[config.mk]
export PLATFORM = sky130hd
export DESIGN_NAME = mac_rx
export DESIGN_NICKNAME = d
export VERILOG_FILES = /design/src/rtl/mac_pkg.sv /design/src/rtl/crc32_d8.sv /design/src/rtl/mac_rx.sv
export SDC_FILE = /design/constraint.sdc
export NUM_CORES = 1
export LEC_CHECK = 0
export BUFFER_PORTS_ARGS = -buffer_cell sky130_fd_sc_hd__buf_2
export CORE_MARGIN = 10
export CORE_UTILIZATION = 40
export CTS_BUF_LIST = sky130_fd_sc_hd__clkbuf_4 sky130_fd_sc_hd__clkbuf_8
export CTS_CLUSTER_DIAMETER = 200
export DETAILED_ROUTE_END_ITERATION = 6
export HOLD_SLACK_MARGIN = 0.02
export SETUP_SLACK_MARGIN = 0.02
export SLEW_MARGIN = 20
export SYNTH_ARGS = -nofsm -noshare
export SYNTH_HDL_FRONTEND = slang
export SYNTH_HIERARCHICAL = 1
export SYNTH_SLANG_ARGS = --single-unit
[constraint.sdc]
create_clock -name clk -period 3 [get_ports clk]
set_input_delay 0.45 -clock clk [delete_from_list [all_inputs] [get_ports clk]]
set_output_delay 0.45 -clock clk [all_outputs]
set_load 0.1 [all_outputs]
[src/rtl/mac_pkg.sv]
`default_nettype none
// ============================================================================
//  Module      : mac_pkg
//  Description : Shared types and constants for the GMII receive MAC:
//                receiver state encoding, CRC-32 constants, preamble/SFD
//                byte values, delay-line depth and byte-counter width, plus
//                the one-byte CRC-32 update step.
//  Ports       : (package - none)
//  Revision    : 1.0 - initial release
// ============================================================================
package mac_pkg;

   typedef enum logic [1:0] {
      ST_IDLE     = 2'd0,
      ST_PREAMBLE = 2'd1,
      ST_DATA     = 2'd2,
      ST_DROP     = 2'd3
   } state_t;

   // IEEE 802.3 CRC-32, reflected form
   localparam logic [31:0] CRC_POLY    = 32'hEDB8_8320;
   localparam logic [31:0] CRC_INIT    = 32'hFFFF_FFFF;
   // Register contents after running the CRC over a frame plus its correct FCS
   localparam logic [31:0] CRC_RESIDUE = 32'hDEBB_20E3;

   localparam logic [7:0]  PREAMBLE_BYTE = 8'h55;
   localparam logic [7:0]  SFD_BYTE      = 8'hD5;

   // Bytes held back so that the 4 FCS bytes are never forwarded
   localparam int          HOLD_DEPTH = 5;
   localparam int          CNT_W      = 11;
   // Highest legal preamble-byte count before the SFD
   localparam logic [2:0]  PRE_LAST   = 3'd7;

   // One byte of reflected CRC-32, LSB of the data byte first
   function automatic logic [31:0] crc32_step(input logic [31:0] crc,
                                              input logic [7:0]  dat);
      logic [31:0] c;
      c = crc ^ {24'h00_0000, dat};
      for (int i = 0; i < 8; i++) begin
         c = c[0] ? ((c >> 1) ^ CRC_POLY) : (c >> 1);
      end
      return c;
   endfunction

endpackage
`default_nettype wire

[src/rtl/crc32_d8.sv]
`default_nettype none
// ============================================================================
//  Module      : crc32_d8
//  Description : Combinational CRC-32 (IEEE 802.3, reflected) update for one
//                8-bit data step. No final inversion is applied.
//  Ports       : crc      in  [31:0]  current CRC register value
//                dat      in  [7:0]   data byte
//                crc_next out [31:0]  CRC register value after this byte
//  Revision    : 1.0 - initial release
// ============================================================================
module crc32_d8
   import mac_pkg::*;
(
   input  logic [31:0] crc,
   input  logic [7:0]  dat,
   output logic [31:0] crc_next
);

   assign crc_next = crc32_step(crc, dat);

endmodule
`default_nettype wire

[src/rtl/mac_rx.sv]
`default_nettype none
// ============================================================================
//  Module      : mac_rx
//  Description : GMII receive MAC. Locks onto preamble + SFD, strips them,
//                holds the last 5 bytes back so the FCS is never forwarded,
//                checks CRC-32 residue, minimum/maximum length and PHY error,
//                and reports frame status at the last emitted byte.
//  Ports       : clk            in   single clock (GMII RX domain)
//                arst_n         in   asynchronous active-low reset
//                gmii_rx_dat    in   [7:0] receive byte
//                gmii_rx_val    in   receive data valid
//                gmii_rx_err    in   receive error
//                out_dat        out  [7:0] frame byte (no preamble/SFD/FCS)
//                out_val        out  out_dat valid
//                out_sof        out  first byte of frame (with out_val)
//                out_eof        out  last byte of frame (with out_val)
//                out_err        out  frame bad (with out_eof)
//                stat_fcs_err   out  pulse: CRC residue mismatch
//                stat_len_err   out  pulse: frame too short or too long
//                stat_phy_err   out  pulse: gmii_rx_err seen inside frame
//                stat_runt      out  pulse: frame of 4 bytes or fewer
//  Revision    : 1.0 - initial release
// ============================================================================
module mac_rx
   import mac_pkg::*;
#(
   parameter int MAX_LEN = 1522,
   parameter int MIN_LEN = 64
)
(
   input  logic       clk,
   input  logic       arst_n,
   input  logic [7:0] gmii_rx_dat,
   input  logic       gmii_rx_val,
   input  logic       gmii_rx_err,
   output logic [7:0] out_dat,
   output logic       out_val,
   output logic       out_sof,
   output logic       out_eof,
   output logic       out_err,
   output logic       stat_fcs_err,
   output logic       stat_len_err,
   output logic       stat_phy_err,
   output logic       stat_runt
);

   localparam logic [CNT_W-1:0] MAX_CNT  = CNT_W'(MAX_LEN);
   localparam logic [CNT_W-1:0] MIN_CNT  = CNT_W'(MIN_LEN);
   localparam logic [CNT_W-1:0] HOLD_CNT = CNT_W'(HOLD_DEPTH);
   localparam logic [CNT_W-1:0] CNT_ONE  = CNT_W'(1);
   localparam logic [CNT_W-1:0] CNT_SAT  = {CNT_W{1'b1}};

   // ---------------------------------------------------------------------
   // State and datapath registers
   // ---------------------------------------------------------------------
   state_t                           state_q, state_d;
   logic [2:0]                       pcnt_q, pcnt_d;
   // hold_q[0] is the newest byte, hold_q[HOLD_DEPTH-1] the oldest
   logic [HOLD_DEPTH-1:0][7:0]       hold_q, hold_d;
   logic [CNT_W-1:0]                 cnt_q, cnt_d;
   logic [31:0]                      crc_q, crc_d;
   logic                             phy_q, phy_d;
   logic                             sof_pend_q, sof_pend_d;

   logic [7:0]                       out_dat_d;
   logic                             out_val_d, out_sof_d, out_eof_d, out_err_d;
   logic                             stat_fcs_d, stat_len_d, stat_phy_d, stat_runt_d;

   logic [31:0]                      crc_next;
   logic                             phy_now;
   logic                             fcs_bad;
   logic                             too_short;

   crc32_d8 u_crc (
      .crc      (crc_q),
      .dat      (gmii_rx_dat),
      .crc_next (crc_next)
   );

   // ---------------------------------------------------------------------
   // Next-state and output decode
   // ---------------------------------------------------------------------
   always_comb begin
      state_d     = state_q;
      pcnt_d      = pcnt_q;
      hold_d      = hold_q;
      cnt_d       = cnt_q;
      crc_d       = crc_q;
      phy_d       = phy_q;
      sof_pend_d  = sof_pend_q;
      out_dat_d   = 8'h00;
      out_val_d   = 1'b0;
      out_sof_d   = 1'b0;
      out_eof_d   = 1'b0;
      out_err_d   = 1'b0;
      stat_fcs_d  = 1'b0;
      stat_len_d  = 1'b0;
      stat_phy_d  = 1'b0;
      stat_runt_d = 1'b0;
      phy_now     = phy_q | gmii_rx_err;
      fcs_bad     = (crc_q != CRC_RESIDUE);
      too_short   = (cnt_q < MIN_CNT);

      case (state_q)
         ST_IDLE: begin
            if (gmii_rx_val) begin
               if (gmii_rx_dat == PREAMBLE_BYTE) begin
                  state_d = ST_PREAMBLE;
                  pcnt_d  = 3'd1;
               end else begin
                  state_d = ST_DROP;
               end
            end
         end

         ST_PREAMBLE: begin
            if (!gmii_rx_val) begin
               state_d = ST_IDLE;
            end else if (gmii_rx_err) begin
               state_d = ST_DROP;
            end else if (gmii_rx_dat == PREAMBLE_BYTE) begin
               // an eighth preamble byte is treated as a malformed start
               if (pcnt_q >= PRE_LAST) begin
                  state_d = ST_DROP;
               end else begin
                  pcnt_d = pcnt_q + 3'd1;
               end
            end else if ((gmii_rx_dat == SFD_BYTE) && (pcnt_q != 3'd0)) begin
               state_d    = ST_DATA;
               cnt_d      = '0;
               crc_d      = CRC_INIT;
               phy_d      = 1'b0;
               sof_pend_d = 1'b1;
               hold_d     = '0;
            end else begin
               state_d = ST_DROP;
            end
         end

         ST_DATA: begin
            if (gmii_rx_val) begin
               hold_d = {hold_q[HOLD_DEPTH-2:0], gmii_rx_dat};
               crc_d  = crc_next;
               cnt_d  = (cnt_q == CNT_SAT) ? cnt_q : cnt_q + CNT_ONE;
               phy_d  = phy_now;
               if (cnt_q == MAX_CNT) begin
                  // this byte would exceed MAX_LEN: close the frame as bad
                  // on the oldest held byte and discard the remainder
                  out_val_d  = 1'b1;
                  out_dat_d  = hold_q[HOLD_DEPTH-1];
                  out_sof_d  = sof_pend_q;
                  out_eof_d  = 1'b1;
                  out_err_d  = 1'b1;
                  stat_len_d = 1'b1;
                  stat_phy_d = phy_now;
                  sof_pend_d = 1'b0;
                  state_d    = ST_DROP;
               end else if (cnt_q >= HOLD_CNT) begin
                  // delay line full: the oldest byte is now known not to be FCS
                  out_val_d  = 1'b1;
                  out_dat_d  = hold_q[HOLD_DEPTH-1];
                  out_sof_d  = sof_pend_q;
                  sof_pend_d = 1'b0;
               end
            end else begin
               state_d = ST_IDLE;
               if (cnt_q < HOLD_CNT) begin
                  stat_runt_d = 1'b1;
               end else begin
                  // the remaining 4 held bytes are the FCS
                  out_val_d  = 1'b1;
                  out_dat_d  = hold_q[HOLD_DEPTH-1];
                  out_sof_d  = sof_pend_q;
                  out_eof_d  = 1'b1;
                  out_err_d  = fcs_bad | too_short | phy_q;
                  stat_fcs_d = fcs_bad;
                  stat_len_d = too_short;
                  stat_phy_d = phy_q;
                  sof_pend_d = 1'b0;
               end
            end
         end

         ST_DROP: begin
            if (!gmii_rx_val) begin
               state_d = ST_IDLE;
            end
         end

         default: begin
            state_d = ST_IDLE;
         end
      endcase
   end

   // ---------------------------------------------------------------------
   // Registers
   // ---------------------------------------------------------------------
   always_ff @(posedge clk or negedge arst_n) begin
      if (!arst_n) begin
         state_q      <= ST_IDLE;
         pcnt_q       <= 3'd0;
         hold_q       <= '0;
         cnt_q        <= '0;
         crc_q        <= '0;
         phy_q        <= 1'b0;
         sof_pend_q   <= 1'b0;
         out_dat      <= 8'h00;
         out_val      <= 1'b0;
         out_sof      <= 1'b0;
         out_eof      <= 1'b0;
         out_err      <= 1'b0;
         stat_fcs_err <= 1'b0;
         stat_len_err <= 1'b0;
         stat_phy_err <= 1'b0;
         stat_runt    <= 1'b0;
      end else begin
         state_q      <= state_d;
         pcnt_q       <= pcnt_d;
         hold_q       <= hold_d;
         cnt_q        <= cnt_d;
         crc_q        <= crc_d;
         phy_q        <= phy_d;
         sof_pend_q   <= sof_pend_d;
         out_dat      <= out_dat_d;
         out_val      <= out_val_d;
         out_sof      <= out_sof_d;
         out_eof      <= out_eof_d;
         out_err      <= out_err_d;
         stat_fcs_err <= stat_fcs_d;
         stat_len_err <= stat_len_d;
         stat_phy_err <= stat_phy_d;
         stat_runt    <= stat_runt_d;
      end
   end

endmodule
`default_nettype wire

# After elaboration in Yosys (flattened, before gate mapping)
# Cells that the tools add are included.
[totals]
regBits = 106
out_inout_bits = 16
word_cells = 165
inputBits = 12
[op_classes]
n_reduce_logical = 10
eq_ne = 23
n_addsub = 2
n_mux = 94
bitwise_logic = 12
order_cmp = 4
[op_table]
columns = ["cell", "n"]
rows = [
  ["$mux 32", 13],
  ["$mux 40", 5],
  ["$not 13->14", 8],
  ["$pmux 40 s2", 1],
  ["$mux 11", 6],
  ["$pmux 32 s2", 1],
  ["$mux 1", 43],
  ["$mux 8", 5],
  ["$ne 32x32->1 const B", 1],
  ["$xor 32x8->32", 1],
  ["$eq 11x11->1 const B", 2],
  ["$ne 2x2->1 const B", 11],
  ["$pmux 11 s2", 1],
  ["$reduce_and 7->1", 3],
  ["$mux 2", 9],
  ["$mux 3", 6],
  ["$add 11x1->11 const B", 1],
  ["$ge 11x3->1 const B", 1],
  ["$lt 11x3->1 const B", 1],
  ["$lt 11x7->1 const B", 1],
  ["$eq 8x7->1 const B", 1],
  ["$eq 8x8->1 const B", 1],
  ["$pmux 2 s4", 1],
  ["$ne 3x3->1 const B", 2],
  ["15 further kinds", 20],
]

# Depth between registers and ports, before layout
# Gate-level depths: netlist of run 1.
[depth]
ltp_word = 19
ltp_mapped = 7
ltp_nobuf = 7

# Modules after synthesis
# Netlist of run 1, hierarchy kept.
[modules_own_cells]
columns = ["mod", "area_each_um2", "instances", "seq_area_each_um2", "cells_each"]
rows = [
  ["mac_rx", 4234.1, 1, 2652.5, 337],
  ["crc32_d8", 937.1, 1, 0.0, 63],
]

# Least setup slack after synthesis of run 1
# Ideal clock, no wire load.
[synth_timing]
path_type = "input to register"
start = "in gmii_rx_dat[1]"
end = "reg cnt_q[9]"
path_slack_ns = 0.854
setup_time_ns = 0.078
stages = 5
required_time_ns = 2.922
n_path_buf = 0
t_arrival_ns = 2.068
cell_sequence = "or4b_4 > a2111oi_4 > a22oi_2 > or4_1 > a21oi_1"
[synth_between]
elab_chain_len = 4
word_cells_on_any_way = 6
classes_between = "eq/ne (4); reduce/logical (2)"
[synth_rtl]
columns = ["element", "line_no", "source"]
rows = [
  ["start: declaration", "mac_rx.sv:33", "input logic [7:0] gmii_rx_dat,"],
  ["$eq 8x8->1", "mac_rx.sv:128", "end else if ((gmii_rx_dat == SFD_BYTE) && (pcnt_q != 3'd0)) begin"],
  ["$logic_and 1x1->1", "mac_rx.sv:128", ""],
  ["$ne 2x2->1 (no line)", "-", ""],
  ["$reduce_and 7->1 (no line) (*)", "-", ""],
  ["end signal: assignment", "mac_rx.sv:221", "cnt_q <= cnt_d;"],
  ["end: declaration", "mac_rx.sv:60", "logic [CNT_W-1:0] cnt_q, cnt_d;"],
]
# Mark *: on every way between the ends. The rest lies on a longest branch, timed or not.
# A chain may end at the register's enable or synchronous reset.

# Worst setup path after layout of run 1
[layout_timing]
start = "reg state_q[1]"
end = "reg cnt_q[7]"
[layout_between]
elab_chain_len = 3
word_cells_on_any_way = 11
classes_between = "eq/ne (8); mux (1); reduce/logical (2)"
[layout_rtl]
columns = ["element", "line_no", "source"]
rows = [
  ["start: declaration", "mac_rx.sv:56", "state_t state_q, state_d;"],
  ["start signal: assignment", "mac_rx.sv:218", "state_q <= state_d;"],
  ["$eq 2x2->1 or $eq 2x1->1 (tied branches)", "mac_rx.sv:104", "case (state_q)"],
  ["$ne 2x2->1 (no line) or $reduce_bool 2->1 (tied branches)", "-", ""],
  ["$reduce_and 7->1 (no line)", "-", ""],
]
# Several ways; a longest one is shown, not always the timed one.

==> results of run 1 <==
layout make-up:
class                           instances  area [µm²]  area share
Clock buffer                           10       137.6     0.02406
Clock inverter                          6       53.80    0.009405
Inverter                               10       37.54    0.006562
Multi-Input combinational cell        264        2406      0.4206
Sequential cell                       106        2653      0.4637
Tap cell                              172       215.2     0.03762
Timing Repair Buffer                   36       217.7     0.03806
worst max-delay path by stage:
stage                                      end  depth (start not counted)                   start  slack (ns)
after global placement    cnt_q[7]$_DFFE_PN0P_                          6          gmii_rx_dat[1]        0.47
after detailed placement  cnt_q[7]$_DFFE_PN0P_                          6          gmii_rx_dat[1]        0.39
after floorplan           cnt_q[9]$_DFFE_PN0P_                          5          gmii_rx_dat[1]        0.85
after global routing      cnt_q[7]$_DFFE_PN0P_                          5  state_q[1]$_DFFE_PN0P_        0.41
after CTS                 cnt_q[7]$_DFFE_PN0P_                          5  state_q[1]$_DFFE_PN0P_        0.52
final                     cnt_q[7]$_DFFE_PN0P_                          5  state_q[1]$_DFFE_PN0P_        0.52
layer usage:
layer | vias up | GRT usage | part of all wire
met2 | 50 | 0.1883 | 0.48
li1 | 1539 | - | -
met3 | 10 | 0.03383 | 0.036
met1 | 1685 | 0.1550 | 0.47
met4 | 0 | 0.04353 | 0.014
met5 | - | 0 | 0
metrics by stage:
step	power [mW]	util	cell area [µm²]	hold WS, ns
final	6.438	0.4533	5720	0.04560
after global routing	6.869	0.4533	5720	0.07247
after CTS	6.509	0.4533	5720	0.04282
after detailed placement	5.597	0.4381	5529	0.4735
after global placement	5.563	0.4381	5529	0.4695
after floorplan	5.016	-	5171	0.1544
cells in the mapped netlist (all sizes together), types with 2 or more instances:
| library cell | instances |
|---|---|
| and2 | 12 |
| and4 | 2 |
| xor3 | 8 |
| nor2 | 8 |
| nor4b | 3 |
| o31ai | 2 |
| xnor3 | 12 |
| a22o | 41 |
| or3 | 6 |
| nand3 | 9 |
| a21oi | 12 |
| o21a | 3 |
| clkbuf | 17 |
| nor4 | 5 |
| o22a | 32 |
| xnor2 | 35 |
| dfrtp | 106 |
| nor2b | 2 |
| xor2 | 7 |
| nand4 | 5 |
| o21ai | 14 |
| nor3 | 2 |
| nand2 | 16 |
| inv | 10 |
| ha | 6 |
| nand4b | 6 |
| or4 | 2 |
| buf | 3 |
| a22oi | 4 |
| and3 | 2 |
critical path, stage by stage (launching register included):
cell	delay, ns
dfrtp_1	0.46
or4b_4	0.59
a2111oi_4	0.35
a22oi_2	0.30
or4_1	0.55
a21oi_1	0.16
flip-flops by register name, summed over array words and instances (netlist names):
name and cells:
stat_len_err 1, out_eof 1, stat_runt 1, sof_pend_q 1
out_sof 1, out_err 1, stat_phy_err 1, out_val 1
stat_fcs_err 1, crc_q 32, hold_q 40, out_dat 8
phy_q 1, pcnt_q 3, state_q 2, cnt_q 11
cells by family after synthesis:
| logic type | after synthesis |
|---|---|
| xor gates and xnor gates | 62 |
| DFF | 106 |
| AOI/OAI and AO/OA | 112 |
| and+or+nand+nor | 84 |
| adders and majority gates | 6 |
| buffers and inverters | 30 |
where the power goes:
group	internal (mW)	leakage (nW)	switching [mW]	total (mW)
Sequential	1.82	1.33	0.373	2.19
Combinational	2.00	1.19	1.38	3.38
Clock	0.341	0.0958	0.522	0.863
Total	4.16	2.62	2.28	6.44
==> out/results.tsv, run 1 <==
stage	metric	value	unit
critical_path	crit_type	reg -> reg	
sta	fin_ws	0.5227	ns
synthesis	ys_seq_area_frac	0.5129	
floorplanning	initial_utilization	0.4098	
critical_path	critPathLaunchType	flop	
critical_path	r2r_end	cnt_q[7]$_DFFE_PN0P_	
global_route	grt_first_pass_wirelength	17.46	mm
place	gp_congestion	0.8083	
synthesis	synth_compound_area_frac	0.1737	
synthesis	syn_area	5171	µm²
synthesis	async_flop_share	1.000	
drt	wl_per_cell	17.00	µm
sta	setup_viol	0	
floorplanning	chipWidth	133.7	µm
global_route	grt_max_degree	63	
synthesis	syn_nets	418	
floorplanning	coreArea	12620	µm²
critical_path	cp-end-kind	flop	
critical_path	reg2regPathDepth	5	
clocking	cts_resized	0	
clocking	clock-sinks	106	
drt	finalWirelength	10.27	mm
clocking	cts_hold_buf	0	
clocking	htreeDepth	3	
synthesis	ys.flop_type	dfrtp_1	
global_route	grt_pass1_vias	3311	
flow_run	drv_cap	0	
finish	nets	445	
clocking	tritoncts	done	
finish	final_cell_mix	dfrtp_1, a22o_1, o22a_1, buf_2, xnor2_1	
sta	post-route-period-util	0.8258	
synthesis	synth_top_family_by_area	XOR/XNOR gates	
finish	drive_gt1_frac	0.1644	
place	port_buffers	27	
drt	route.detailed.drc	0	
synthesis	avgSynthCellArea	12.93	µm²
sta	relSlewSlack	0.5234	
global_route	antenna_found_initial	0	
synthesis	synth-xor-area-share	0.1805	
critical_path	required	3.31	ns
drt	ant_nets	0	
clocking	cts_setup_buffers	0	
clocking	clkSlewWorstSetupHoldPaths	0.11	ns
drt	vias	3284	
critical_path	r2r_start	state_q[1]$_DFFE_PN0P_	
finish	syn_to_final_growth	10.62	%
pwr	p_leak	2.616	nW
global_route	grt_remaining_overflow	0	
clocking	cts_inserted_buffers	9	
drt	drtPass1Iterations	4	
sta	final_hold_viol_count	0	
sta	tns	0	ns
finish	antenna_cells	0	
place	placed_cells	588	
pwr	power-per-cell-area	1125	nW/µm²
place	dp.final_hpwl	6.878	mm
clocking	cts-root-buf	clkbuf_8	
synthesis	syn-instance-count	400	
floorplanning	num_io_pins	28	
clocking	clock_latency	0.39	ns
synthesis	ys.warnings.count	6	
floorplanning	die-height	133.7	µm
synthesis	muxShareOfSynthArea	0	
global_route	grt.total_usage	0.1202	
synthesis	netlist_top_cells_area	dfrtp_1, a22o_1, o22a_1	
critical_path	worstPathArrival	2.79	ns
finish	nFillCells	1192	
synthesis	yosys.area_share.simple	0.09581	
sta	finalCriticalPeriod	2.477	ns
worst_hold_path	hold_class	in -> async	
synthesis	synth_top_area_share	0.5129	
sta	fmax	0.4037	GHz
critical_path	crit_fanout	19	
floorplanning	fp-row-count	41	
finish	layout_commonest_cell	dfrtp_1	
synthesis	synth_area_leader_cell	dfrtp_1	
sta	fin_skew	0.01786	ns
finish	final_cells	604	
synthesis	yosys_register_bits	106	
run_status	status	complete, no violations	
pwr	ir_drop	0.0006936	V
clocking	clockBufferDepth	2	
critical_path	reg2reg_slack	0.52	ns
sta	slew_violations	0	
synthesis	synth-edff-count	0	
sta	worstMarginPinSlew	0.7149	ns
floorplanning	die_area	17880	µm²
drt	vias_per_cell	5.437	
sta	rsz0062_at_grt	no	
synthesis	synthAdderAreaFrac	0.01452	
place	dp_slack	0.3910	ns
synthesis	synthDistinctLibCells	45	
drt	first_iter_violations	293	
Power figures use the tool's default switching activity.
==> inputs of run 2 (changes only) <==
==> constraint.sdc (replaced) <==
create_clock -name clk -period 2.55 [get_ports clk]
set_input_delay 0.3825 -clock clk [delete_from_list [all_inputs] [get_ports clk]]
set_output_delay 0.3825 -clock clk [all_outputs]
set_load 0.1 [all_outputs]
==> run 2 against run 1 <==
Net effect:
- sequential cell count unchanged
- via count increased by 0.33%
- count of clock-buffer cells in the layout increased by 1
- first-iteration DRC count decreased by 18%
- clock skew decreased by 0.0060 ns
- non-clock buffer count increased by 8
- final area increased by 1.5%
- cell count increased by 1.3%
- highest routed layer unchanged
- register-to-register slack got worse by 0.35 ns
==> out/results.tsv, run 2 (synthesized netlist as in run 1, its figures left out) <==
stage	metric	value	unit
run_status	status	complete, no violations	
finish	top_regs	hold_q (40), crc_q (32), cnt_q (11)	
drt	finalWirelength	10.63	mm
clocking	tritoncts	done	
sta	slew_violations	0	
sta	final_hold_viol_count	0	
sta	post-route-period-util	0.9322	
floorplanning	num_io_pins	28	
drt	route.detailed.drc	0	
drt	ant_nets	0	
global_route	grt_max_degree	53	
sta	finalCriticalPeriod	2.377	ns
sta	rsz0062_at_grt	no	
worst_hold_path	hold_class	in -> reg	
critical_path	crit_slowest_cell	or4b_4	
finish	drive_gt1_frac	0.1773	
place	gp_congestion	0.8034	
clocking	htreeDepth	3	
global_route	grt_remaining_overflow	0	
global_route	grt_first_pass_wirelength	17.65	mm
critical_path	crit_fanout	17	
global_route	antenna_found_initial	0	
finish	final_cells	612	
floorplanning	chipWidth	133.7	µm
sta	relSlewSlack	0.5939	
sta	fin_skew	0.01186	ns
critical_path	critPathLaunchType	flop	
pwr	power-per-cell-area	1326	nW/µm²
pwr	ir_drop	0.0008157	V
critical_path	reg2reg_slack	0.17	ns
floorplanning	die-height	133.7	µm
finish	largest_reg_flops	40	
floorplanning	die_area	17880	µm²
critical_path	path_cells	or4b_4 > a2111oi_4 > a22oi_2 > or4_1 > a21oi_1	
finish	top_register	hold_q	
drt	wl_per_cell	17.36	µm
critical_path	crit_family	simple AND/OR/NAND/NOR gates	
finish	nets	453	
place	port_buffers	27	
clocking	clkSlewWorstSetupHoldPaths	0.10	ns
clocking	cts_resized	0	
finish	antenna_cells	0	
pwr	p_leak	2.665	nW
finish	layout_commonest_cell	dfrtp_1	
critical_path	worstPathArrival	2.69	ns
clocking	clock-sinks	106	
floorplanning	fp-row-count	41	
drt	first_iter_violations	241	
critical_path	required	2.86	ns
drt	vias	3295	
floorplanning	initial_utilization	0.4098	
clocking	cts-root-buf	clkbuf_8	
floorplanning	coreArea	12620	µm²
global_route	grt-busiest-layer	met2	
global_route	grt.total_usage	0.1229	
critical_path	critical_path.max_stage_delay	0.58	ns
sta	tns	0	ns
place	dp.final_hpwl	7.195	mm
sta	fmax	0.4207	GHz
critical_path	cp-end-kind	flop	
pwr	total_power	7.696	mW
place	placed_cells	594	
global_route	grt_use_met2	0.1905	
drt	drtPass1Iterations	4	
clocking	clockBufferDepth	2	
finish	final_cell_mix	dfrtp_1, a22o_1, o22a_1, buf_2, xnor2_1	
clocking	clock_latency	0.38	ns
global_route	grtUsageMet3	0.04060	
global_route	grt_pass1_vias	3282	
sta	setup_viol	0	
clocking	cts_inserted_buffers	9	
drt	vias_per_cell	5.384	
flow_run	drv_cap	0	
finish	syn_to_final_growth	12.27	%
critical_path	crit_buf_inv	0	
global_route	use_met1	0.1583	
sta	worstMarginPinSlew	0.6048	ns
critical_path	crit_type	reg -> reg	
-- run 2: final timing paths --
| path | endpoint | cells past startpoint | start |
|---|---|---|---|
| worst max register to register | cnt_q[7]$_DFFE_PN0P_ | 5 | state_q[1]$_DFFE_PN0P_ |
| min in group asynchronous | out_eof$_DFF_PN0_ | 2 | arst_n |
| worst min register to register | out_sof$_DFF_PN0_ | 1 | sof_pend_q$_DFFE_PN0P_ |
| worst max-delay path | cnt_q[7]$_DFFE_PN0P_ | 5 | state_q[1]$_DFFE_PN0P_ |
| worst min-delay path | hold_q[3]$_DFFE_PN0P_ | 2 | gmii_rx_dat[3] |
| max in group asynchronous | crc_q[18]$_DFFE_PN0P_ | 3 | arst_n |
-- run 2: timing repair --
item	CTS	global route
buffers inserted	0	1
setup endpoints to repair	0	2
hold endpoints to repair	35	0
hold buffers	1	0
-- run 2: power by group --
group,internal [mW],switching (mW)
clock,0.409,0.594
combinational,2.43,1.68
sequential,2.14,0.440
total,4.98,2.71
-- run 2: layout make-up --
type,count,area (µm²)
Sequential cell,106,2653
Fill cell,1191,6814
Clock inverter,5,43.79
Inverter,10,37.54
Multi-Input combinational cell,264,2406
Timing Repair Buffer,44,305.3
Tap cell,172,215.2
Clock buffer,11,145.1
-- run 2: worst reg2reg max path: cells and delay by family (launching register included) --
family / cells / cell delay, ns
AO/OA/AOI/OAI: 3 / 0.77
flip-flops: 1 / 0.44
AND/OR/NAND/NOR: 2 / 1.10
-- run 2: per-layer routing --
layer / vias up / share of wire
met4: 0 / 0.016
met5: - / 0
met2: 51 / 0.47
met1: 1678 / 0.48
li1: 1550 / -
met3: 16 / 0.036
-- run 2: per-stage QoR --
step	hold slack [ns]	worst slack, ns	util	instance area (µm²)
global route	0.2873	0.03588	0.4600	5806
CTS	0.2849	0.1338	0.4594	5798
detailed placement	0.3975	0.06900	0.4437	5599
finish	0.3126	0.1729	0.4600	5806
global placement	0.3915	0.09866	0.4437	5599
floorplan	0.08691	0.4332	-	5171
==> inputs of run 3 (changes only) <==
==> constraint.sdc (replaced) <==
create_clock -name clk -period 2.3 [get_ports clk]
set_input_delay 0.345 -clock clk [delete_from_list [all_inputs] [get_ports clk]]
set_output_delay 0.345 -clock clk [all_outputs]
set_load 0.1 [all_outputs]
==> run 3 against run 2 <==
Net effect:
- die area stayed put
- count of clock-buffer cells in the layout is 2 lower
- non-clock buffer count is 13 higher
- cell count is 2.3% higher
- worst hold slack worse by 0.057 ns
- via count is 2.4% higher
- final area is 2.6% higher
- worst setup slack worse by 0.10 ns
- first-iteration DRC count is 0.83% higher
- critical path type unchanged
- critical endpoint is now cnt_q[9]$_DFFE_PN0P_
- highest routed layer unchanged
==> out/results.tsv, run 3 (synthesized netlist as in run 1, its figures left out) <==
stage	metric	value	unit
finish	top_regs	hold_q (40), crc_q (32), cnt_q (11)	
finish	regArea	2653	µm²
clocking	cts-root-buf	clkbuf_8	
finish	syn_to_final_growth	15.17	%
run_status	status	complete, no violations	
drt	vias	3373	
sta	finalCriticalPeriod	2.232	ns
sta	post-route-period-util	0.9704	
drt	first_iter_violations	243	
critical_path	worstPathArrival	2.55	ns
critical_path	cp-end-kind	flop	
floorplanning	chipWidth	133.7	µm
sta	slew_violations	0	
place	gp_congestion	0.7786	
finish	top_register	hold_q	
finish	largest_reg_flops	40	
flow_run	drv_cap	0	
sta	fmax	0.4481	GHz
drt	drtPass1Iterations	4	
critical_path	crit_slowest_cell	or4b_4	
critical_path	path_cells	or4b_4 > a2111oi_4 > a22oi_2 > or4_4 > a21oi_1	
sta	fin_ws	0.06818	ns
finish	nFillCells	1148	
clocking	htreeDepth	3	
global_route	grt_first_pass_wirelength	18.01	mm
finish	nets	467	
finish	final_cell_mix	dfrtp_1, a22o_1, o22a_1, buf_4, buf_2	
global_route	grt_pass1_vias	3422	
pwr	p_leak	2.739	nW
place	dp_slack	-0.09439	ns
drt	vias_per_cell	5.388	
worst_hold_path	hold_class	in -> reg	
floorplanning	initial_utilization	0.4098	
critical_path	crit_family	simple AND/OR/NAND/NOR gates	
finish	multi_input_area	2431	µm²
finish	drive_gt1_frac	0.2093	
clocking	clockBufferDepth	2	
worst_hold_path	hold_path_depth	2	
clocking	clock_latency	0.39	ns
finish	antenna_cells	0	
critical_path	crit_buf_inv	0	
clocking	cts_inserted_buffers	9	
floorplanning	die_area	17880	µm²
pwr	ir_drop	0.001213	V
clocking	clock-sinks	106	
finish	layout_commonest_cell	dfrtp_1	
sta	fin_skew	0.01329	ns
critical_path	critical_path.max_stage_delay	0.58	ns
floorplanning	die-height	133.7	µm
global_route	grt_max_degree	48	
sta	final_hold_viol_count	0	
drt	finalWirelength	10.72	mm
drt	route.detailed.drc	0	
critical_path	required	2.62	ns
critical_path	critPathLaunchType	flop	
critical_path	crit_cells	5	
critical_path	crit_type	reg -> reg	
sta	whs	0.2557	ns
drt	wl_per_cell	17.12	µm
sta	relSlewSlack	0.6494	
sta	worstMarginPinSlew	0.5233	ns
global_route	grt.total_usage	0.1242	
critical_path	crit_fanout	5	
sta	rsz0062_at_grt	yes	
global_route	antenna_found_initial	0	
global_route	grt_remaining_overflow	0	
floorplanning	num_io_pins	28	
critical_path	reg2regPathDepth	5	
place	port_buffers	27	
floorplanning	coreArea	12620	µm²
place	dp.final_hpwl	7.240	mm
clocking	clkSlewWorstSetupHoldPaths	0.12	ns
floorplanning	fp-row-count	41	
pwr	power-per-cell-area	1457	nW/µm²
drt	ant_nets	0	
sta	setup_viol	0	
clocking	tritoncts	done	
run 3: cell count changes in the layout (fill, tap and decap cells not counted), sizes merged:
| cell | delta |
|---|---|
| clkinv | +1 |
| a22oi | +1 |
| clkbuf | -2 |
| clkinvlp | +1 |
| buf | +13 |
run 3: timing repair:
item,in CTS,in global routing
setup buffers,2,0
hold endpoints to repair,26,0
setup endpoints to repair,3,5
pin swaps,2,0
gates cloned,1,0
gates resized for setup,0,4
hold buffers,1,0
run 3: layer usage:
| metal | global-route usage | routed length [µm] |
|---|---|---|
| met3 | 0.03120 | 378 |
| met4 | 0.04293 | 208 |
| met2 | 0.2040 | 5184 |
| met1 | 0.1554 | 4945 |
| met5 | 0 | 0 |
run 3: final timing paths:
kind	start	to	slack, ns
worst max-delay path	state_q[1]$_DFFE_PN0P_	cnt_q[9]$_DFFE_PN0P_	0.07
worst min-delay path	gmii_rx_dat[5]	hold_q[5]$_DFFE_PN0P_	0.26
worst max register to register	state_q[1]$_DFFE_PN0P_	cnt_q[9]$_DFFE_PN0P_	0.07
worst min register to register	hold_q[36]$_DFFE_PN0P_	out_dat[4]$_DFF_PN0_	0.50
max in group asynchronous	arst_n	hold_q[17]$_DFFE_PN0P_	1.31
min in group asynchronous	arst_n	cnt_q[1]$_DFFE_PN0P_	0.41
run 3: through the flow:
step | cell area [µm²] | cells | util | total power, mW | TNS [ns]
global route | 5956 | 626 | 0.4719 | 9.217 | 0
detailed placement | 5702 | 606 | 0.4518 | 7.549 | -0.1774
finish | 5956 | 626 | 0.4719 | 8.678 | 0
floorplan | 5171 | 400 | - | 6.543 | 0
global placement | 5702 | 606 | 0.4518 | 7.511 | 0
CTS | 5938 | 626 | 0.4706 | 8.760 | 0
run 3: where the power goes:
group	internal, mW	switching, mW
clock	0.435	0.733
combinational	2.80	1.85
sequential	2.37	0.491
total	5.60	3.07
run 3: area by class of cell:
cell class	instances	share of cell area
Sequential cell	106	0.4454
Multi-Input combinational cell	265	0.4082
Timing Repair Buffer	57	0.06975
Tap cell	172	0.03613
Clock buffer	9	0.02080
Clock inverter	7	0.01345
Inverter	10	0.006303
